File: config.mk
export PLATFORM = sky130hd
export DESIGN_NAME = keycode_tracker
export DESIGN_NICKNAME = d
export VERILOG_FILES = /design/src/rtl/kc_pkg.sv /design/src/rtl/kc_event_fifo.sv /design/src/rtl/keycode_tracker.sv
export SDC_FILE = /design/constraint.sdc
export NUM_CORES = 1
export LEC_CHECK = 0
export CORE_UTILIZATION = 40
export DETAILED_ROUTE_END_ITERATION = 6
export GPL_ROUTABILITY_DRIVEN = 0
export GPL_TIMING_DRIVEN = 0
export PLACE_DENSITY = 0.65
export SYNTH_ARGS = -nofsm -noshare
export SYNTH_HDL_FRONTEND = slang
export SYNTH_HIERARCHICAL = 1
export SYNTH_SLANG_ARGS = --single-unit
File: constraint.sdc
create_clock -name Clk -period 7 [get_ports Clk]
set_input_delay 1.05 -clock Clk [delete_from_list [all_inputs] [get_ports Clk]]
set_output_delay 1.05 -clock Clk [all_outputs]
set_load 0.005 [all_outputs]
File: src/rtl/kc_pkg.sv
// kc_pkg
//   Shared types and constants for the keycode tracker.
//   kc_state_t : tracker FSM states (IDLE waits for an event, APPLY evaluates it)
//   kc_event_t : one buffered key event {make, code}
//   KEY_*      : HID usage codes used by the motion logic; KEY_NONE marks an
//                empty slot in the packed keycode word.
package kc_pkg;

  typedef enum logic [0:0] {
    IDLE  = 1'b0,
    APPLY = 1'b1
  } kc_state_t;

  typedef struct packed {
    logic       make;
    logic [7:0] code;
  } kc_event_t;

  localparam logic [7:0] KEY_NONE = 8'h00;
  localparam logic [7:0] KEY_A    = 8'h04;
  localparam logic [7:0] KEY_D    = 8'h07;
  localparam logic [7:0] KEY_S    = 8'h16;
  localparam logic [7:0] KEY_W    = 8'h1A;

endpackage

File: src/rtl/kc_event_fifo.sv
// kc_event_fifo
//   Synchronous FIFO of kc_event_t used to absorb bursts of key events.
//   Clk   : system clock, rising edge
//   Reset : synchronous active-low reset; empties the FIFO
//   push  : write din when not full
//   din   : event to write
//   pop   : discard the head entry when not empty
//   full  : no free entries (registered pointer compare)
//   empty : no entries (registered pointer compare)
//   head  : oldest entry, valid while !empty
import kc_pkg::*;

module kc_event_fifo #(
  parameter int FIFO_DEPTH = 4
) (
  input  logic      Clk,
  input  logic      Reset,
  input  logic      push,
  input  kc_event_t din,
  input  logic      pop,
  output logic      full,
  output logic      empty,
  output kc_event_t head
);

  localparam int AW = $clog2(FIFO_DEPTH);

  // Pointers carry one extra wrap bit so full and empty are distinguishable
  // when the address bits coincide.
  logic [AW:0] wr_ptr;
  logic [AW:0] rd_ptr;
  kc_event_t   mem [FIFO_DEPTH];

  logic do_push;
  logic do_pop;

  assign do_push = push & ~full;
  assign do_pop  = pop & ~empty;

  assign empty = (wr_ptr == rd_ptr);
  assign full  = (wr_ptr[AW] != rd_ptr[AW]) &&
                 (wr_ptr[AW-1:0] == rd_ptr[AW-1:0]);
  assign head  = mem[rd_ptr[AW-1:0]];

  always_ff @(posedge Clk) begin
    if (!Reset) begin
      wr_ptr <= '0;
      rd_ptr <= '0;
    end else begin
      if (do_push) wr_ptr <= wr_ptr + 1'b1;
      if (do_pop)  rd_ptr <= rd_ptr + 1'b1;
    end
  end

  // Storage is data only; the pointers alone define what is valid.
  always_ff @(posedge Clk) begin
    if (do_push) mem[wr_ptr[AW-1:0]] <= din;
  end

endmodule

File: src/rtl/keycode_tracker.sv
// keycode_tracker
//   Turns a stream of key make/break events into the packed two-key keycode
//   word {slot1, slot0}. Events are buffered in kc_event_fifo, then applied
//   one at a time by a two-state FSM (one event per two cycles).
//   Clk             : system clock, rising edge
//   Reset           : synchronous active-low reset
//   ev_valid        : event present
//   ev_ready        : event can be accepted (FIFO not full)
//   ev_make         : 1 = press, 0 = release
//   ev_code         : HID usage code
//   keycode         : {slot1, slot0}, 8'h00 = empty slot
//   keycode_changed : one-cycle pulse when keycode takes a new value
//   drop_count      : saturating count of presses dropped with both slots full
import kc_pkg::*;

module keycode_tracker #(
  parameter int FIFO_DEPTH = 4,
  parameter int DROP_W     = 8
) (
  input  logic              Clk,
  input  logic              Reset,
  input  logic              ev_valid,
  output logic              ev_ready,
  input  logic              ev_make,
  input  logic [7:0]        ev_code,
  output logic [15:0]       keycode,
  output logic              keycode_changed,
  output logic [DROP_W-1:0] drop_count
);

  function automatic logic [DROP_W-1:0] sat_inc(input logic [DROP_W-1:0] v);
    if (&v) return v;
    return v + 1'b1;
  endfunction

  kc_state_t state;
  kc_state_t state_nxt;

  logic      fifo_full;
  logic      fifo_empty;
  logic      fifo_push;
  logic      fifo_pop;
  kc_event_t fifo_din;
  kc_event_t fifo_head;

  kc_event_t  ev_p0;
  logic [7:0] slot0;
  logic [7:0] slot1;
  logic [7:0] slot0_nxt;
  logic [7:0] slot1_nxt;
  logic       changed_nxt;
  logic       drop_inc;

  assign ev_ready      = ~fifo_full;
  assign fifo_push     = ev_valid & ev_ready;
  assign fifo_din.make = ev_make;
  assign fifo_din.code = ev_code;

  kc_event_fifo #(
    .FIFO_DEPTH (FIFO_DEPTH)
  ) u_fifo (
    .Clk   (Clk),
    .Reset (Reset),
    .push  (fifo_push),
    .din   (fifo_din),
    .pop   (fifo_pop),
    .full  (fifo_full),
    .empty (fifo_empty),
    .head  (fifo_head)
  );

  always_comb begin
    state_nxt = state;
    fifo_pop  = 1'b0;
    slot0_nxt = slot0;
    slot1_nxt = slot1;
    drop_inc  = 1'b0;
    case (state)
      IDLE: begin
        if (!fifo_empty) begin
          fifo_pop  = 1'b1;
          state_nxt = APPLY;
        end
      end
      APPLY: begin
        state_nxt = IDLE;
        // A zero code is carried through the FIFO but never touches the slots;
        // this also keeps a release of 8'h00 from "matching" an empty slot.
        if (ev_p0.code != KEY_NONE) begin
          if (ev_p0.make) begin
            if (ev_p0.code == slot0 || ev_p0.code == slot1) begin
              // typematic repeat of a held key
            end else if (slot0 == KEY_NONE) begin
              slot0_nxt = ev_p0.code;
            end else if (slot1 == KEY_NONE) begin
              slot1_nxt = ev_p0.code;
            end else begin
              drop_inc = 1'b1;
            end
          end else begin
            // No compaction: the surviving key keeps its slot.
            if (ev_p0.code == slot0) begin
              slot0_nxt = KEY_NONE;
            end else if (ev_p0.code == slot1) begin
              slot1_nxt = KEY_NONE;
            end
          end
        end
      end
      default: state_nxt = IDLE;
    endcase
    changed_nxt = (state == APPLY) && ({slot1_nxt, slot0_nxt} != {slot1, slot0});
  end

  // Stage p0: head event latched while it is popped in IDLE.
  always_ff @(posedge Clk) begin
    if (state == IDLE && !fifo_empty) ev_p0 <= fifo_head;
  end

  // Stage p1: slots, strobe and drop counter updated from the APPLY decision.
  always_ff @(posedge Clk) begin
    if (!Reset) begin
      state           <= IDLE;
      slot0           <= KEY_NONE;
      slot1           <= KEY_NONE;
      keycode_changed <= 1'b0;
      drop_count      <= '0;
    end else begin
      state           <= state_nxt;
      slot0           <= slot0_nxt;
      slot1           <= slot1_nxt;
      keycode_changed <= changed_nxt;
      if (drop_inc) drop_count <= sat_inc(drop_count);
    end
  end

  assign keycode = {slot1, slot0};

endmodule

==> impl_table.tex <==
\begin{tabular}{lr}
\hline
Metric & Value \\
\hline
\multicolumn{2}{l}{\textbf{Placed design}} \\
Post-detailed-placement half-perimeter wirelength & between 5000 and 6000 um \\
Count of port buffers added during placement & 37 \\
\multicolumn{2}{l}{\textbf{Die}} \\
Core Area & slightly above 0.009 mm2 \\
Die X & about 100 um \\
Num rows & 35 \\
Initial core utilization & 41.4\% \\
Top Ports & 38 \\
Full die area & about 0.010 mm2 \\
Chip height & roughly 100 um \\
\multicolumn{2}{l}{\textbf{Yosys}} \\
Nets in the synthesized netlist & about 360 \\
Async set-or-reset flop fraction in the synthesized netlist & 0\% \\
Proportion of synthesized chip area in sequential cells & a little over half \\
Number of synthesized flops with an enable pin & 45 \\
Count of cell types in the netlist & between 40 and 50 \\
Post-synthesis instance area & $\sim$0.0038 mm2 \\
Dominant register cell in the synthesized netlist & edfxtp\_1 \\
Yosys warnings & 6 \\
Gate Count Post-Synth & 340 \\
Mean instance size in the synthesized netlist & 11.3 um2 \\
Count of state elements after synthesis & 79 \\
\multicolumn{2}{l}{\textbf{Pwr}} \\
Leakage power figure & between 1.5 and 2 nW \\
Pwr Total & between 1.5 and 2 mW \\
Power Dens Cells & $\sim$400 mW/mm2 \\
Maximum resistive drop on vdd & between 0.15 and 0.2 mV \\
\multicolumn{2}{l}{\textbf{Clocking}} \\
CTS Hold Buffers Added & 0 \\
Post-cts sizing count & 0 \\
Number of sinks driven by the clock tree & 79 \\
CTS Buf Count & 9 \\
Post-CTS Repair Setup Buffers & 0 \\
CTS root buffer & clkbuf\_8 \\
Largest buffer count on any clock path & 2 \\
CTS tree & done \\
CTS clk-pin slew, worst paths & 0.09 ns \\
Clk\_lat worst skew & about 0.35 ns \\
Maximum level of the CTS H-tree & 3 \\
\multicolumn{2}{l}{\textbf{Setup path}} \\
Worst R2R Setup Slack & a little over 4 ns \\
Crit path max fanout & 7 \\
Path depth of the worst reg2reg path & 8 \\
Critical Path Max Stage Delay & approximately 0.49 ns \\
Setup crit end kind & output port \\
Sequence of cells on the critical path & xor2\_1, nor3\_1, inv\_1, clkdlybuf4s50\_1 \\
Critical Path RT & roughly 6 ns \\
Cell with the biggest individual delay on the critical path & dfxtp\_1 \\
Data arrival, critical path & 2.10 ns \\
Startpoint type of the worst setup path & flop \\
Reg2Reg Launch Point & ev\_p0[5] \\
FF-to-FF End & drop\_count[6] \\
Category of the most critical setup path & flop to output port \\
\multicolumn{2}{l}{\textbf{STA}} \\
Clock Skew & between 0.007 and 0.008 ns \\
Setup repair after global routing missed its margin & no \\
Final Hold Fails & 0 \\
Worst-Margin Slew & around 1.1 ns \\
Max frequency & between 300 and 400 MHz \\
Final worst path period need & 3.15 ns \\
Setup\_tns & 0 ns \\
Final period util & a little under half \\
Relative max-transition margin & 26.4\% \\
Max Slew Vio Count & 0 \\
Finish-stage setup viols & 0 \\
\multicolumn{2}{l}{\textbf{Final layout}} \\
Commonest non-fill, non-tap cell in the layout & edfxtp\_1 \\
Final core area utilization & 49.5\% \\
Final antenna diode count & 0 \\
Final \#Nets & 406 \\
Share of post-route cells with drive strength above 1 & slightly above 8\% \\
Synthesis-to-finish area growth & 19.4\% \\
Leading cell types in the layout, fill and taps excluded & edfxtp\_1 (45), clkdlybuf4s50\_1 (37), dfxtp\_1 (34) \\
\multicolumn{2}{l}{\textbf{Global routing}} \\
Overall overflow remaining after global route & 0 \\
All-Layer GR Usage & 17.1\% \\
First-pass GRT wire length & between 10000 and 15000 um \\
Pin count of the biggest net entering global routing & 18 \\
Vias in the first global route & 2657 \\
Number of antenna violations at the first check in global routing & 0 \\
\multicolumn{2}{l}{\textbf{Flow run}} \\
Max-cap violations & 0 \\
\multicolumn{2}{l}{\textbf{Route}} \\
Remaining DRCs & 0 \\
Number of nets still failing antenna checks after routing & 0 \\
Per-cell via count in the routed design & 5.40 \\
Number of detailed-route iterations in the first pass & 4 \\
Vias & 2817 \\
Mean routed wirelength per cell & approximately 15 um \\
Total wire length after detailed routing & 8080 um \\
DRC marker count from the first detailed-route iteration & approximately 120 \\
\multicolumn{2}{l}{\textbf{Worst hold path}} \\
Hold EP & u\_fifo/wr\_ptr[2] \\
Cell depth of the worst min-delay path & 2 \\
Critical hold path startpoint & u\_fifo/wr\_ptr[2] \\
Class of the tightest hold or removal check & flop to flop \\
\multicolumn{2}{l}{\textbf{Run status}} \\
Outcome & finished clean \\
\hline
\end{tabular}
[cells by family after synthesis]
logic type                 share of synthesized area, %
AOI/OAI and AO/OA                                  11.7
xor gates and xnor gates                           6.40
adders and majority gates                          1.96
buffers and inverters                              3.72
DFF                                                53.1
muxes                                              5.81
and+or+nand+nor                                    17.3
[synth_stat cells, drive strengths merged (5+ instances only)]
master | n | area share, %
o22ai | 5 | 0.82
or4 | 6 | 1.2
nor3 | 10 | 1.3
edfxtp | 45 | 35
xnor2 | 10 | 2.3
ha | 6 | 2.0
mux4 | 9 | 5.3
nand2 | 25 | 2.5
dfxtp | 34 | 18
and2 | 18 | 2.9
inv | 16 | 1.6
o21ai | 14 | 1.8
buf | 6 | 1.1
nor2b | 10 | 1.6
a21boi | 9 | 1.8
nor4 | 7 | 1.1
nor2 | 10 | 0.98
nand4 | 6 | 0.98
clkbuf | 10 | 1.1
xor2 | 18 | 4.1
a21oi | 5 | 0.65
nand3 | 12 | 1.6
a22oi | 7 | 1.4
[state kept, by name (all words and copies together), names as in the netlist, named ones only]
register	count
u_fifo/mem	36
u_fifo/wr_ptr	3
slot1	8
u_fifo/rd_ptr	3
state	1
keycode_changed	1
ev_p0	9
drop_count	8
slot0	8
[critical path: cells and delay by family (launching register included)]
kind	cells	cell delay (ns)
buffers and inverters	2	0.58
flip-flops	1	0.49
XOR/XNOR	1	0.49
AND/OR/NAND/NOR	1	0.19
[area by class of cell]
class | count | area [um2]
repair buffers | 37 | 370
flip-flops and latches | 79 | 2030
well taps | 129 | 161
inverters | 16 | 60.1
fillers | 836 | 4670
clock inverters | 7 | 86.3
clock buffers | 9 | 124
plain buffers | 16 | 82.6
multi-input cells | 229 | 1660
[through the flow]
stage | area, um2 | hold WS, ns | std cells | setup WS, ns
floorplan | 3830 | 0.480 | 340 | 4.49
global placement | 4360 | 0.530 | 506 | 3.89
detailed placement | 4360 | 0.542 | 506 | 3.87
CTS | 4570 | 0.549 | 522 | 3.87
global route | 4570 | 0.606 | 522 | 3.69
finish | 4570 | 0.551 | 522 | 3.85
[layer usage]
metal	up-vias	global-route usage (%)	wire length [um]
li1	1361	-	-
met1	1343	22.6	3590
met2	105	28.2	3930
met3	8	3.97	495
met4	0	4.86	65
met5	-	0	0
[worst max-delay path by stage]
stage | from | to | slack [ns] | cells past startpoint
2_1_floorplan | ev_p0[4] | keycode_changed | 4.49 | 10
3_3_place_gp | ev_valid | u_fifo/mem[3][4] | 3.89 | 4
3_5_place_dp | ev_valid | u_fifo/mem[3][4] | 3.87 | 4
4_1_cts | u_fifo/wr_ptr[0] | ev_ready | 3.87 | 4
5_1_grt | u_fifo/wr_ptr[0] | ev_ready | 3.69 | 4
6_report | u_fifo/wr_ptr[0] | ev_ready | 3.85 | 4
[power breakdown]
part	leakage (nW)	switching (mW)	internal (mW)
Sequential	0.692	0.106	0.619
Combinational	0.822	0.399	0.307
Clock	0.104	0.183	0.173
Total	1.62	0.689	1.10
(Power assumes the default switching activity.)
